<file path="config.mk">
export PLATFORM = sky130hd
export DESIGN_NAME = pong_engine
export DESIGN_NICKNAME = d
export VERILOG_FILES = /design/src/rtl/pong_engine.sv
export SDC_FILE = /design/constraint.sdc
export NUM_CORES = 1
export LEC_CHECK = 0
export BUFFER_PORTS_ARGS = -buffer_cell sky130_fd_sc_hd__buf_2
export CORE_MARGIN = 10
export CORE_UTILIZATION = 45
export CTS_CLUSTER_DIAMETER = 120
export DETAILED_ROUTE_END_ITERATION = 10
export PLACE_DENSITY = 0.6
export SYNTH_ARGS = -nofsm -noshare
export SYNTH_HDL_FRONTEND = slang
export SYNTH_SLANG_ARGS = --single-unit
</file>
<file path="constraint.sdc">
create_clock -name clk -period 4.9 [get_ports clk]
set_input_delay 0.98 -clock clk [delete_from_list [all_inputs] [get_ports clk]]
set_output_delay 0.98 -clock clk [all_outputs]
set_load 0.1 [all_outputs]
</file>
<file path="src/rtl/pong_engine.sv">
// Frame-stepped Pong engine: paddle/ball physics, scoring and serve/point/game-over sequencing.
// Every output is a register; play advances on frame_tick, while start leaves GAME_OVER on any cycle.
module pong_engine #(
  parameter int COORD_W      = 11,
  parameter int SCREEN_W     = 640,
  parameter int SCREEN_H     = 480,
  parameter int P1_X         = 50,
  parameter int P2_X         = 590,
  parameter int PADDLE_HALF  = 8,
  parameter int BALL_R       = 4,
  parameter int PADDLE_DY    = 5,
  parameter int BALL_DX      = 4,
  parameter int BALL_DY      = 2,
  parameter int SCORE_W      = 4,
  parameter int WIN_SCORE    = 7,
  parameter int SERVE_FRAMES = 60
) (
  input  logic               clk,
  input  logic               rst,
  input  logic               frame_tick,
  input  logic               start,
  input  logic [1:0]         player1,
  input  logic [1:0]         player2,
  output logic [COORD_W-1:0] ball_x,
  output logic [COORD_W-1:0] ball_y,
  output logic [COORD_W-1:0] p1_y,
  output logic [COORD_W-1:0] p2_y,
  output logic [SCORE_W-1:0] score1,
  output logic [SCORE_W-1:0] score2,
  output logic [1:0]         state,
  output logic               game_over
);

  typedef enum logic [1:0] {
    SERVE     = 2'd0,
    PLAY      = 2'd1,
    POINT     = 2'd2,
    GAME_OVER = 2'd3
  } state_t;

  localparam int SW    = COORD_W + 1;
  localparam int CNT_W = (SERVE_FRAMES > 1) ? $clog2(SERVE_FRAMES) : 1;

  typedef logic signed [SW-1:0] scoord_t;

  localparam scoord_t VX      = scoord_t'(BALL_DX);
  localparam scoord_t VY      = scoord_t'(BALL_DY);
  localparam scoord_t PDY     = scoord_t'(PADDLE_DY);
  localparam scoord_t X_MIN   = scoord_t'(BALL_R);
  localparam scoord_t X_MAX   = scoord_t'(SCREEN_W - 1 - BALL_R);
  localparam scoord_t Y_MIN   = scoord_t'(BALL_R);
  localparam scoord_t Y_MAX   = scoord_t'(SCREEN_H - 1 - BALL_R);
  localparam scoord_t HIT1_X  = scoord_t'(P1_X + BALL_R);
  localparam scoord_t HIT2_X  = scoord_t'(P2_X - BALL_R);
  localparam scoord_t REACH   = scoord_t'(PADDLE_HALF + BALL_R);
  localparam scoord_t PAD_MIN = scoord_t'(PADDLE_HALF);
  localparam scoord_t PAD_MAX = scoord_t'(SCREEN_H - 1 - PADDLE_HALF);

  localparam logic [COORD_W-1:0] MID_X      = COORD_W'(SCREEN_W / 2);
  localparam logic [COORD_W-1:0] MID_Y      = COORD_W'(SCREEN_H / 2);
  localparam logic [SCORE_W-1:0] WIN_U      = SCORE_W'(WIN_SCORE);
  localparam logic [CNT_W-1:0]   SERVE_LAST = CNT_W'(SERVE_FRAMES - 1);

  state_t             state_reg, state_next;
  logic [COORD_W-1:0] ball_x_reg, ball_x_next, ball_y_reg, ball_y_next;
  logic [COORD_W-1:0] p1_y_reg, p1_y_next, p2_y_reg, p2_y_next;
  logic [SCORE_W-1:0] score1_reg, score1_next, score2_reg, score2_next;
  logic [CNT_W-1:0]   serve_cnt_reg, serve_cnt_next;
  logic               dx_neg_reg, dx_neg_next, dy_neg_reg, dy_neg_next;
  logic               game_over_reg, game_over_next;

  scoord_t cur_x, cur_y, nx, ny, d1, d2, adj_x, adj_y;
  logic    hit1, hit2, miss_l, miss_r, adj_dx_neg, adj_dy_neg, win, serve_done;

  function automatic scoord_t widen(input logic [COORD_W-1:0] v);
    return $signed({1'b0, v});
  endfunction

  function automatic logic [COORD_W-1:0] narrow(input scoord_t v);
    return v[COORD_W-1:0];
  endfunction

  function automatic logic [COORD_W-1:0] paddle_step(input logic [COORD_W-1:0] y,
                                                     input logic [1:0] ctl);
    scoord_t v;
    v = widen(y);
    if (ctl == 2'b01)      v = v - PDY;
    else if (ctl == 2'b10) v = v + PDY;
    if (v < PAD_MIN)       v = PAD_MIN;
    else if (v > PAD_MAX)  v = PAD_MAX;
    return narrow(v);
  endfunction

  // Ball physics for one frame; paddle hits take priority over misses on the same axis.
  always_comb begin
    cur_x = widen(ball_x_reg);
    cur_y = widen(ball_y_reg);
    nx    = cur_x + (dx_neg_reg ? -VX : VX);
    ny    = cur_y + (dy_neg_reg ? -VY : VY);
    d1    = cur_y - widen(p1_y_reg);
    d2    = cur_y - widen(p2_y_reg);

    hit1   = dx_neg_reg && (cur_x >= HIT1_X) && (nx <= HIT1_X) &&
             (((d1 < 0) ? -d1 : d1) <= REACH);
    hit2   = !dx_neg_reg && (cur_x <= HIT2_X) && (nx >= HIT2_X) &&
             (((d2 < 0) ? -d2 : d2) <= REACH);
    miss_l = !hit1 && (nx <= X_MIN);
    miss_r = !hit2 && (nx >= X_MAX);

    adj_y      = ny;
    adj_dy_neg = dy_neg_reg;
    if (ny <= Y_MIN) begin
      adj_y      = Y_MIN;
      adj_dy_neg = 1'b0;
    end else if (ny >= Y_MAX) begin
      adj_y      = Y_MAX;
      adj_dy_neg = 1'b1;
    end

    // On a miss, dx is left pointing at the player who lost, ready for the next serve.
    adj_x      = nx;
    adj_dx_neg = dx_neg_reg;
    if (hit1) begin
      adj_x      = HIT1_X;
      adj_dx_neg = 1'b0;
    end else if (hit2) begin
      adj_x      = HIT2_X;
      adj_dx_neg = 1'b1;
    end else if (miss_l) begin
      adj_x      = X_MIN;
      adj_dx_neg = 1'b1;
    end else if (miss_r) begin
      adj_x      = X_MAX;
      adj_dx_neg = 1'b0;
    end
  end

  assign win        = (score1_reg == WIN_U) || (score2_reg == WIN_U);
  assign serve_done = (serve_cnt_reg == SERVE_LAST);

  always_ff @(posedge clk or negedge rst) begin
    if (!rst) begin
      state_reg     <= SERVE;
      ball_x_reg    <= MID_X;
      ball_y_reg    <= MID_Y;
      p1_y_reg      <= MID_Y;
      p2_y_reg      <= MID_Y;
      score1_reg    <= '0;
      score2_reg    <= '0;
      serve_cnt_reg <= '0;
      dx_neg_reg    <= 1'b0;
      dy_neg_reg    <= 1'b0;
      game_over_reg <= 1'b0;
    end else begin
      state_reg     <= state_next;
      ball_x_reg    <= ball_x_next;
      ball_y_reg    <= ball_y_next;
      p1_y_reg      <= p1_y_next;
      p2_y_reg      <= p2_y_next;
      score1_reg    <= score1_next;
      score2_reg    <= score2_next;
      serve_cnt_reg <= serve_cnt_next;
      dx_neg_reg    <= dx_neg_next;
      dy_neg_reg    <= dy_neg_next;
      game_over_reg <= game_over_next;
    end
  end

  always_comb begin
    state_next = state_reg;
    case (state_reg)
      SERVE:     if (frame_tick && serve_done) state_next = PLAY;
      PLAY:      if (frame_tick && (miss_l || miss_r)) state_next = POINT;
      POINT:     if (frame_tick) state_next = win ? GAME_OVER : SERVE;
      GAME_OVER: if (start) state_next = SERVE;
      default:   state_next = SERVE;
    endcase
  end

  always_comb begin
    ball_x_next    = ball_x_reg;
    ball_y_next    = ball_y_reg;
    score1_next    = score1_reg;
    score2_next    = score2_reg;
    serve_cnt_next = serve_cnt_reg;
    dx_neg_next    = dx_neg_reg;
    dy_neg_next    = dy_neg_reg;
    p1_y_next      = frame_tick ? paddle_step(p1_y_reg, player1) : p1_y_reg;
    p2_y_next      = frame_tick ? paddle_step(p2_y_reg, player2) : p2_y_reg;
    game_over_next = (state_next == GAME_OVER);

    case (state_reg)
      SERVE: begin
        ball_x_next = MID_X;
        ball_y_next = MID_Y;
        dy_neg_next = 1'b0;
        if (frame_tick) serve_cnt_next = serve_done ? '0 : serve_cnt_reg + 1'b1;
      end
      PLAY: begin
        if (frame_tick) begin
          ball_x_next = narrow(adj_x);
          ball_y_next = narrow(adj_y);
          dx_neg_next = adj_dx_neg;
          dy_neg_next = adj_dy_neg;
          if (miss_l && score2_reg < WIN_U) score2_next = score2_reg + 1'b1;
          if (miss_r && score1_reg < WIN_U) score1_next = score1_reg + 1'b1;
        end
      end
      POINT: begin
        if (frame_tick) begin
          serve_cnt_next = '0;
          if (!win) begin
            ball_x_next = MID_X;
            ball_y_next = MID_Y;
            dy_neg_next = 1'b0;
          end
        end
      end
      GAME_OVER: begin
        if (start) begin
          score1_next    = '0;
          score2_next    = '0;
          serve_cnt_next = '0;
          ball_x_next    = MID_X;
          ball_y_next    = MID_Y;
          dx_neg_next    = 1'b0;
          dy_neg_next    = 1'b0;
        end
      end
      default: ;
    endcase
  end

  assign ball_x    = ball_x_reg;
  assign ball_y    = ball_y_reg;
  assign p1_y      = p1_y_reg;
  assign p2_y      = p2_y_reg;
  assign score1    = score1_reg;
  assign score2    = score2_reg;
  assign state     = state_reg;
  assign game_over = game_over_reg;

endmodule

</file>
# --- Word level (Yosys, flattened, before mapping) ---
# Cells that the tools add are included.
totals:
  elab_cells: 147
  mem_count: 0
  rom_bits: 0
  latchBits: 0
  in_bits: 8
  mem_bits_rw: 0
  out_inout_bits: 55
  regBits: 63
op_classes:
  n_eq_ne: 20
  muxes: 59
  add_sub_neg: 13
  bitwise: 0
  order_cmp: 18
  n_reduce_logical: 26
  n_shift: 0
  n_div: 0
  mul: 0
op_table:
  columns: ["op", "count"]
  rows:
  - ["11-bit 2-to-1 mux", 18]
  - ["12-bit 2-to-1 mux", 8]
  - ["11-bit case mux with 4 select lines", 2]
  - ["11-bit by 3-bit adder with 12-bit output (second input constant)", 2]
  - ["12-bit adder", 2]
  - ["12-bit by 11-bit greater-or-equal comparator with 1-bit output (second input constant)", 2]
  - ["12-bit by 10-bit greater-than comparator with 1-bit output (second input constant)", 2]
  - ["12-bit by 4-bit less-or-equal comparator with 1-bit output (second input constant)", 2]
  - ["12-bit by 5-bit less-or-equal comparator with 1-bit output (second input constant)", 2]
  - ["12-bit by 1-bit < comparator with 1-bit output (second input constant)", 2]
  - ["12-bit by 5-bit < comparator with 1-bit output (second input constant)", 2]
  - ["6-bit 2-to-1 mux", 4]
  - ["12-bit negation", 2]
  - ["11-bit by 11-bit subtractor with 12-bit output", 2]
  - ["11-bit by 3-bit subtractor with 12-bit output (second input constant)", 2]
  - ["4-bit 2-to-1 mux", 5]
  - ["4-bit AND reduction", 5]
  - ["6-bit case mux with 3 select lines", 1]
  - ["4-bit case mux with 2 select lines", 2]
  - ["2-bit inequality test (second input constant)", 7]
  - ["12-bit by 10-bit greater-or-equal comparator with 1-bit output (second input constant)", 1]
  - ["12-bit by 7-bit less-or-equal comparator with 1-bit output (second input constant)", 1]
  - ["1-bit logical AND", 12]
  - ["11-bit by 6-bit greater-or-equal comparator with 1-bit output (second input constant)", 1]
  - ["other kinds (21)", 47]

# --- Longest topological paths before layout ---
# Gate-level depths: netlist (run 1).
depth:
  word_depth: 13
  ltp_mapped: 16
  mapped_depth_nobuf: 15

# --- Least setup slack after synthesis (run 1) ---
# Ideal clock, no wire load.
synth_timing:
  path_type: "reg-to-reg"
  start: "reg p2_y_reg[0] (netlist: p2_y[0])"
  end: "reg state_reg[1] (netlist: state[1])"
  t_required_ps: 4779
  path_buffers: 1
  setup_time_ps: 121
  slack_ps: 684
  stages_incl_launch_ff: 16
  t_arrival_ps: 4095
  period_less_slack_ps: 4216
  cell_sequence: "dfrtp_1 ha_1 inv_1 fa_1 a211oi_2 nor2_1 xor2_1 or3_1 o21a_1 o32ai_1 o2111ai_1 nor3_1 o21ai_1 buf_6 a21bo_1 a22o_1"
synth_between:
  elab_chain_len: 11
  elab_cells_between_ends: 12
  cone_classes: "add/sub (2); order compare (2); mux (3); reduce/logical (5)"
synth_lines:
  columns: ["element", "line", "rtl"]
  rows:
  - ["start: declaration", "66", "logic [COORD_W-1:0] p1_y_reg, p1_y_next, p2_y_reg, p2_y_next;"]
  - ["start signal: assignment", "159", "p2_y_reg <= p2_y_next;"]
  - ["11-bit by 11-bit subtractor with 12-bit output *", "101", "d2 = cur_y - widen(p2_y_reg);"]
  - ["12-bit negation / 12-bit by 1-bit < comparator with 1-bit output (equally long branches)", "106", "(((d2 < 0) ? -d2 : d2) <= REACH);"]
  - ["12-bit 2-to-1 mux *", "106", null]
  - ["12-bit by 5-bit less-or-equal comparator with 1-bit output *", "106", null]
  - ["1-bit logical AND *", "105", "hit2 = !dx_neg_reg && (cur_x <= HIT2_X) && (nx >= HIT2_X) &&"]
  - ["1-bit logical NOT *", "108", "miss_r = !hit2 && (nx >= X_MAX);"]
  - ["1-bit logical AND *", "108", null]
  - ["1-bit logical OR *", "173", "PLAY: if (frame_tick && (miss_l || miss_r)) state_next = POINT;"]
  - ["1-bit logical AND *", "173", null]
  - ["2-bit 2-to-1 mux *", "173", null]
  - ["2-bit case mux with 4 select lines *", "171", "case (state_reg)"]
  - ["via state_next[1]", "64", "state_t state_reg, state_next;"]
  - ["end signal: assignment", "155", "state_reg <= state_next;"]
  - ["end: declaration", "64", null]
# The timed path passes the listed nets; every way through them passes the cells marked *.
# A chain may end at the register's enable or synchronous reset.

# --- Final worst setup path (run 1) ---
layout_timing:
  start: "reg ball_y_reg[0] (netlist: ball_y[0])"
  end: "reg score1_reg[1] (netlist: score1[1])"
layout_between:
  elab_chain_len: 10
  elab_cells_between_ends: 11
  cone_classes: "add/sub (2); order compare (2); eq/ne (1); mux (1); reduce/logical (5)"
layout_lines:
  columns: ["element", "line", "rtl"]
  rows:
  - ["start: declaration", "65", "logic [COORD_W-1:0] ball_x_reg, ball_x_next, ball_y_reg, ball_y_next;"]
  - ["start signal: assignment", "157", "ball_y_reg <= ball_y_next;"]
  - ["11-bit by 11-bit subtractor with 12-bit output *", "101", null]
  - ["12-bit negation / 12-bit by 1-bit < comparator with 1-bit output (equally long branches)", "106", null]
  - ["12-bit 2-to-1 mux *", "106", null]
  - ["12-bit by 5-bit less-or-equal comparator with 1-bit output *", "106", null]
  - ["1-bit logical AND *", "105", null]
  - ["1-bit logical NOT *", "108", null]
  - ["1-bit logical AND *", "108", null]
  - ["1-bit logical AND *", "206", "if (miss_r && score1_reg < WIN_U) score1_next = score1_reg + 1'b1;"]
  - ["2-bit inequality test (no source line) *", null, null]
  - ["4-bit AND reduction (no source line) *", null, null]
  - ["end signal: assignment", "160", "score1_reg <= score1_next;"]
  - ["end: declaration", "67", "logic [SCORE_W-1:0] score1_reg, score1_next, score2_reg, score2_next;"]
# Every way passes the cells marked *; elsewhere a longest branch is shown, timed or not.

==> reports/results.ini, run 1 <==
[timing]
tightest_slew_ns=0.8021
setup_viol=0
slew_violations=0
min_period_ns=4.314
fin_crit_sh=0.8805
tns_ns=0
fmax_ghz=0.2318
slew_headroom=0.4617
clock_skew_ns=0.007857
rsz0062_at_grt=false
hold_violations=0

[die]
core_mm2=0.01448
io_pins=63
dieArea_mm2=0.01994
die_width_um=141.2
initial_core_util=0.4567
row_count=44
dieHeight_um=141.2

[clock_tree]
cts_made_buffers=9
cts-htree-levels=3
cts_num_sinks=63
worstSkewPairLatency_ns=0.35
cts_tree=yes
cts_resized=0
cts-root-buf=clkbuf_16
cts_buffer_depth=2
ctsHoldBuffers=0
cts_setup_buffers=0
clk_transition_reported_paths_ns=0.06

[yosys]
synthCells=825
synth_fp_nets=887
yosysSeqAreaShare=0.2411
yosys-top-cells-area=dfrtp_1, ha_1, dfstp_2, a21oi_1, xnor2_1
synth_top_area_frac=0.1854
ys_warn_count=0
syn_avg_cell_area_um2=8.015
synth_area_mm2=0.006613
synth.distinct_cells=89
synth_area_leader_cell=dfrtp_1
synth_edf_count=0
async_reset_ff_frac=1.000
synthFlopType=dfrtp_1
ys_ff_latch=63

[power_and_ir_drop]
p_leak_uw=0.003305
powerDensity_mw_per_mm2=548.5
ir_drop_v=0.0003148

[critical_path]
required_ns=5.13
crit_family=compound AO/OA/AOI/OAI gates
crit_type=reg2reg
crit_path_frequent_cell=inv_1
critPathCaptureType=flip-flop
worst_setup_path_start_kind=flip-flop
path_buf_inv=2
slowest_stage=o21ai_1
arrival_ns=4.55
worstPathMaxFanout=11
crit_chain=inv_1, ha_1, inv_1, fa_1, a211oi_2, nor2_1, xor2_1, a2111oi_2, nand3_1, and3_1, a22oi_1, nor3_1, o21ai_1, nand4_1, mux2i_1
critPathMaxStageDelay_ns=0.64
cp_num_cells=15
reg2reg_depth=15

[grt]
grt_remaining_overflow=0
grt_pass1_wl_mm=32.78
grt_max_degree=39
grt_pass1_vias=6485
grt.total_usage=0.1948
antenna_found_initial=0

[cells_and_area]
drive_gt1_frac=0.1469
n_antenna_cell=0
final_util=0.5123
syn2layout_area_growth_pct=12.17
fin_nets=949

[routing]
dr.pass1.iters=5
antenna_left=0
avgRoutedWirePerCell_um=18.14
dr_total_vias=6546
drtIter0Drc=437
drc=0
post_drt_via_cell_ratio=6.084
wirelength_mm=19.52

[place]
dp.final_hpwl_mm=14.84
routabilityCongestion=0.9274
port_buffers=62

[worst_hold_path]
hold_path.class=reg2reg
hold_path_depth=1

[run]
drv_cap=0

[status]
status=completed

-- per-layer routing --
metal,up-vias,global-route usage,routed length [um]
met1,3155,0.2568,9155
li1,3194,-,-
met2,176,0.3155,9225
met4,0,0.05761,244
met3,21,0.03594,891
met5,-,0,0
-- area by class of cell --
| type | count | area [um2] |
|---|---|---|
| fill | 1369 | 7062 |
| tap | 184 | 230.2 |
| timing repair buffer | 69 | 362.8 |
| inverter | 56 | 210.2 |
| sequential | 63 | 1594 |
| clock inverter | 3 | 17.52 |
| multi-input combinational | 688 | 4732 |
| clock buffer | 13 | 270.3 |
-- cell usage after synthesis (3+ instances only) --
cell type and number:
or3_1 7, a41oi_1 3, nand4_1 12, o21bai_1 7, a211oi_1 12, nor3_1 18, a2111oi_0 3, xor2_1 17
o31ai_1 4, nor2_1 69, nor2b_1 6, a22o_1 5, dfstp_2 14, nand2b_1 13, nand3_1 46, clkbuf_1 16
or4_1 4, o32ai_1 3, and3_1 7, a211o_1 4, o211ai_1 10, o21ai_1 6, a21o_1 22, fa_1 4
nand2_1 72, or2_2 6, ha_1 50, a211oi_2 3, inv_1 54, and2_1 10, xnor2_1 32, mux2i_1 3
o21a_1 12, o22ai_1 10, o22a_1 5, a21oi_1 67, o21ai_0 53, o221a_2 5, a31oi_1 9, dfrtp_1 49
nor4_1 5
-- final timing paths --
check | startpoint | end | slack, ns
setup / recovery | ball_y[0] | score1[1] | 0.59
hold / removal | ball_y[0] | ball_y[0] | 0.51
setup reg to reg | ball_y[0] | score1[1] | 0.59
hold reg to reg | ball_y[0] | ball_y[0] | 0.51
max in group asynchronous | rst | p1_y[6] | 3.27
min in group asynchronous | rst | score2[3] | 0.65
-- metrics by stage --
stage                     setup WS, ns  power [uW]  hold slack, ns  std cells  cell area [um2]
final                           0.5857        4068          0.5138       1076             7417
after detailed placement        0.6479        3408          0.5037       1060             7129
after global placement          0.7904        3362          0.4822       1060             7129
after floorplan                 0.6840        2899          0.4974        825             6613
after global routing            0.2293        4367          0.5326       1076             7417
after CTS                       0.6365        4064          0.5163       1076             7417
-- report_power, final --
group | leakage (uW) | switching, uW | internal [uW]
Sequential | 0.000792 | 153 | 638
Combinational | 0.00237 | 1800 | 837
Clock | 0.000142 | 256 | 382
Total | 0.00331 | 2210 | 1860
-- cells in the final DEF, fill, tap and decap left out, types with 9 or more instances in the layout --
| cell | instances |
|---|---|
| a211oi_1 | 12 |
| a21o_1 | 22 |
| a21oi_1 | 67 |
| a31oi_1 | 9 |
| and2_1 | 10 |
| buf_2 | 62 |
| clkbuf_16 | 9 |
| dfrtp_1 | 49 |
| dfstp_2 | 14 |
| ha_1 | 50 |
| inv_1 | 54 |
| nand2_1 | 72 |
| nand2b_1 | 13 |
| nand3_1 | 46 |
| nand4_1 | 12 |
| nor2_1 | 69 |
| nor3_1 | 18 |
| o211ai_1 | 10 |
| o21a_1 | 12 |
| o21ai_0 | 53 |
| o22ai_1 | 10 |
| xnor2_1 | 32 |
| xor2_1 | 17 |
-- cells by family after synthesis --
logic type / after synthesis / synth area share
muxes: 3 / 0.004541
and+or+nand+nor: 293 / 0.2265
DFF: 63 / 0.2411
AOI/OAI and AO/OA: 285 / 0.3031
xor gates and xnor gates: 53 / 0.07474
adders and majority gates: 54 / 0.1067
buffers and inverters: 74 / 0.04333
Power figures use the tool's default switching activity.
==> inputs of run 2 (changes only) <==
==> constraint.sdc (replaced) <==
create_clock -name clk -period 4.9 [get_ports clk]
set_input_delay 0.245 -clock clk [delete_from_list [all_inputs] [get_ports clk]]
set_output_delay 0.245 -clock clk [all_outputs]
set_load 0.1 [all_outputs]
==> reports/results.ini, run 2 (same netlist as run 1, synthesis figures left out) <==
[clock_tree]
cts_buffer_depth=2
cts_num_sinks=63
worstSkewPairLatency_ns=0.34
cts_made_buffers=9
cts-root-buf=clkbuf_16
ctsHoldBuffers=0
clk_transition_reported_paths_ns=0.05
cts_resized=0
cts_tree=yes
cts_setup_buffers=0
cts-htree-levels=3

[cells_and_area]
num-fill-cells=1432
finalNonFillerCells=1075
drive_gt1_frac=0.1448
seqCellArea_mm2=0.001594
syn2layout_area_growth_pct=11.77
fin_nets=948
layout_commonest_cell=nand2_1
n_antenna_cell=0
multi_input_area_mm2=0.004732
layout_common_cells=nand2_1, nor2_1, a21oi_1, buf_2, inv_1

[power_and_ir_drop]
swShare=0.5460
power_frac_comb=0.654
p_int_uw=1826
seqPwrFrac=0.197
ir_drop_v=0.0003621
power_switching_uw=2196
p_leak_uw=0.003289
clkPwrFrac=0.149
powerDensity_mw_per_mm2=544.2

[routing]
drtIter0Drc=517
drc=0
post_drt_via_cell_ratio=6.058
avgRoutedWirePerCell_um=17.64
antenna_left=0
dr.pass1.iters=5
wirelength_mm=18.97
dr_total_vias=6512

[timing]
slew_headroom=0.4394
rsz0062_at_grt=false
min_period_ns=4.024
hold_violations=0
fmax_ghz=0.2485
slew_violations=0
setup_viol=0
setup_slack_ns=0.8756
tightest_slew_ns=0.8409
clock_skew_ns=0.008292
tns_ns=0
fin_crit_sh=0.8213

[place]
port_buffers=62
placedCellCount=1059
routabilityCongestion=0.9318
dpl_worst_slack_ns=0.9229
dp.final_hpwl_mm=14.56

[grt]
grt.total_usage=0.1864
grt_max_degree=64
grt_pass1_wl_mm=31.35
antenna_found_initial=0
grt_pass1_vias=6234
grt_remaining_overflow=0

[die]
core_mm2=0.01448
io_pins=63
row_count=44
dieHeight_um=141.2
die_width_um=141.2
dieArea_mm2=0.01994
initial_core_util=0.4567

[critical_path]
crit_path_frequent_cell=inv_1
slowest_stage=xor2_1
worst_setup_path_start_kind=flip-flop
crit_type=reg2reg
critPathCaptureType=flip-flop
critPathMaxStageDelay_ns=0.50
crit_chain=inv_1, ha_1, inv_1, fa_1, a211oi_2, nor2_1, xor2_1, a2111oi_2, or2_2, a211oi_1, o2111ai_1, nor3_1, o21ai_1, buf_4, and2_1, a32o_1
arrival_ns=4.25
worstPathMaxFanout=11
required_ns=5.12

[status]
status=completed

[worst_hold_path]
hold_path.class=in2async

[run]
drv_cap=0

run 2: cell count changes in the layout (fill, tap and decap cells not counted):
| cell | delta |
|---|---|
| buf_4 | -1 |
| clkbuf_1 | +1 |
| clkbuf_8 | -2 |
| clkinv_2 | +1 |
run 2: layout make-up:
class | count | area share
multi-input combinational | 688 | 0.6403
inverter | 56 | 0.02844
clock buffer | 12 | 0.03335
sequential | 63 | 0.2157
clock inverter | 4 | 0.003047
tap | 184 | 0.03115
timing repair buffer | 68 | 0.04808
run 2: through the flow:
step / utilization / instance area [um2] / total power, uW / hold WS [ns]
2_1_floorplan: - / 6613 / 2899 / -0.05059
3_3_place_gp: 0.4919 / 7122 / 3357 / 0.4749
3_5_place_dp: 0.4919 / 7122 / 3394 / 0.5014
4_1_cts: 0.5105 / 7391 / 4015 / 0.1337
5_1_grt: 0.5105 / 7391 / 4308 / 0.1747
6_report: 0.5105 / 7391 / 4022 / 0.07494
run 2: power groups by stage:
stage	Sequential (uW)	Clock [uW]	Combinational, uW
floorplan	1270	0	1630
global placement	792	0	2570
detailed placement	796	0	2600
CTS	790	612	2610
global route	809	634	2870
finish	792	597	2630
run 2: worst max-delay path: cells and delay by family, from the launching register on:
family | cells | cell delay (ns)
AOI/OAI and AO/OA | 6 | 1.23
xor gates and xnor gates | 1 | 0.50
adders and majority gates | 2 | 0.60
buffers and inverters | 3 | 0.39
DFF | 1 | 0.39
and+or+nand+nor | 4 | 0.78
run 2: routing by layer:
| layer | global-route usage | vias up | part of all wire |
|---|---|---|---|
| met1 | 0.2477 | 3136 | 0.48 |
| met4 | 0.05924 | 0 | 0.011 |
| met3 | 0.03762 | 15 | 0.050 |
| met5 | 0 | - | 0 |
| li1 | - | 3199 | - |
| met2 | 0.2954 | 162 | 0.46 |
run 2: path summary, 6_finish.rpt:
check,start,to,slack (ns),depth (start not counted)
worst min register to register,ball_y[0],ball_y[0],0.51,1
worst max-delay path,ball_y[0],ball_x[5],0.88,16
worst max register to register,ball_y[0],ball_x[5],0.88,16
min in group clk,start,game_over,0.30,4
max in group asynchronous,rst,p1_y[9],4.25,2
worst min-delay path,rst,ball_x[0],0.07,2
==> inputs of run 3 (changes only) <==
--- a/config.mk
+++ b/config.mk
@@ -5,6 +5,7 @@
 export SDC_FILE = /design/constraint.sdc
 export NUM_CORES = 1
 export LEC_CHECK = 0
+export ABC_AREA = 1
 export BUFFER_PORTS_ARGS = -buffer_cell sky130_fd_sc_hd__buf_2
 export CORE_MARGIN = 10
 export CORE_UTILIZATION = 45
==> constraint.sdc (replaced) <==
create_clock -name clk -period 3.9 [get_ports clk]
set_input_delay 0.195 -clock clk [delete_from_list [all_inputs] [get_ports clk]]
set_output_delay 0.195 -clock clk [all_outputs]
set_load 0.1 [all_outputs]
==> reports/results.ini, run 3 <==
[cells_and_area]
layout_common_cells=nand2_1, inv_1, nand3_1, nor2_1, buf_2
finalNonFillerCells=1368
seqCellArea_mm2=0.001594
fin_nets=1237
final_area_mm2=0.007893
num-fill-cells=1560
syn2layout_area_growth_pct=12.68
layout_commonest_cell=nand2_1
n_antenna_cell=0
drive_gt1_frac=0.1322
multi_input_area_mm2=0.004700

[timing]
tightest_slew_ns=0.8735
min_period_ns=3.274
setup_slack_ns=0.6263
setup_viol=0
tns_ns=0
slew_violations=0
rsz0062_at_grt=false
fmax_ghz=0.3055
clock_skew_ns=0.005338
holdWs_ns=-0.02504
hold_violations=24
slew_headroom=0.4176
fin_crit_sh=0.8394

[routing]
dr.pass1.iters=5
dr_total_vias=7118
drtIter0Drc=300
wirelength_mm=19.24
drc=0
antenna_left=0
post_drt_via_cell_ratio=5.203
avgRoutedWirePerCell_um=14.06

[place]
dpl_worst_slack_ns=0.6309
dp.final_hpwl_mm=15.37
placed_area_mm2=0.007560
routabilityCongestion=0.9339
port_buffers=62
placedCellCount=1352

[die]
io_pins=63
initial_core_util=0.4607
die_width_um=144.8
row_count=45
dieArea_mm2=0.02096
dieHeight_um=144.8
core_mm2=0.01520

[critical_path]
r2r-start=p2_y[4]
startpoint=p2_y[4]
critPathCaptureType=flip-flop
slowest_stage=dfstp_2
crit_chain=inv_1, ha_1, nand2_1, nand2_1, inv_1, o21bai_1, nand2_1, nand2_1, nor2_1, nand2_1, nand2_1, nand2_1, nand3_1, nor2_1, nand3_1, nand2_2, nand2_4, nand2_4, o21ai_2, nand2_2, nand2_1, o21ai_1
rrSetupSlack_ns=0.63
critPathMaxStageDelay_ns=0.60
path_buf_inv=2
reg2reg_depth=22
worst_setup_path_start_kind=flip-flop
arrival_ns=3.50
worstPathMaxFanout=11
cp_num_cells=22
crit_end=score1[1]
crit_type=reg2reg
required_ns=4.13
r2r-end=score1[1]
crit_family=simple AND/OR/NAND/NOR gates
crit_path_frequent_cell=nand2_1

[yosys]
async_reset_ff_frac=1.000
ys_warn_count=0
synth_most_common_cell=nand2_1
synthCells=1103
synth_area_mm2=0.007004
synthFlopType=dfrtp_1
synth_top_area_frac=0.1763
synth_area_leader_cell=nand2_1
synth_common_cells=nand2_1, inv_1, nand3_1, nor2_1, ha_1
yosys-top-cells-area=nand2_1, dfrtp_1, inv_1, ha_1, nand3_1
synth_fp_nets=1165
syn_avg_cell_area_um2=6.350
yosysSeqAreaShare=0.2276
synth.distinct_cells=57
ys_ff_latch=63
synth_edf_count=0

[worst_hold_path]
hold_path.class=in2async

[grt]
antenna_found_initial=0
grt_pass1_vias=6611
grt_pass1_wl_mm=31.78
grt_max_degree=38
grt.total_usage=0.1847
grt_remaining_overflow=0

[clock_tree]
cts_num_sinks=63
cts_setup_buffers=0
cts-htree-levels=3
cts_made_buffers=9
cts-root-buf=clkbuf_16
cts_buffer_depth=2
worstSkewPairLatency_ns=0.34
cts_tree=yes
clk_transition_reported_paths_ns=0.06
cts_resized=0
ctsHoldBuffers=0

[power_and_ir_drop]
p_leak_uw=0.004433
ir_drop_v=0.0005578
powerDensity_mw_per_mm2=752.9

[status]
violations=hold timing
status=complete, but fails checks

[run]
drv_cap=0

## run 3: area by class of cell
class,count,share of cell area
clock inverter,6,0.01189
multi-input combinational,854,0.5954
timing repair buffer,69,0.04597
inverter,178,0.08465
clock buffer,10,0.03028
tap,188,0.02980
sequential,63,0.2020
## run 3: per-layer routing
| metal | up-vias | routed length (um) | track usage | part of all wire |
|---|---|---|---|---|
| met5 | - | 0 | 0 | 0 |
| met1 | 3213 | 9111 | 0.2363 | 0.47 |
| met2 | 149 | 8859 | 0.3097 | 0.46 |
| met4 | 0 | 247 | 0.04149 | 0.013 |
| met3 | 18 | 1019 | 0.04074 | 0.053 |
| li1 | 3738 | - | - | - |
## run 3: worst min-delay path by stage
stage                     end  slack [ns]  depth (start not counted)
floorplan           ball_x[0]       -0.10                          0
global placement      p1_y[2]        0.37                          1
detailed placement    p1_y[2]        0.38                          1
CTS                   p1_y[2]        0.02                          1
global route         p1_y[10]        0.06                          1
finish                p1_y[2]       -0.03                          1
## run 3: cells by family (layout without fill, tap and decap cells)
family | Yosys count | count (layout) | share of synthesized area
fa+ha+maj | 54 | 54 | 0.1008
compound gates | 157 | 157 | 0.1349
buf+inv | 186 | 263 | 0.1015
simple gates | 606 | 606 | 0.3891
xor+xnor | 37 | 37 | 0.04627
flops | 63 | 63 | 0.2276
## run 3: power by group
| group | internal [uW] | switching, uW | total [uW] |
|---|---|---|---|
| clock network | 580 | 311 | 891 |
| logic | 1090 | 2880 | 3960 |
| registers | 854 | 235 | 1090 |
## run 3: per-stage QoR
stage	power, uW	util
detailed placement	5039	0.4973
floorplan	4326	-
global placement	5038	0.4973
CTS	5957	0.5192
global route	6492	0.5192
finish	5942	0.5192
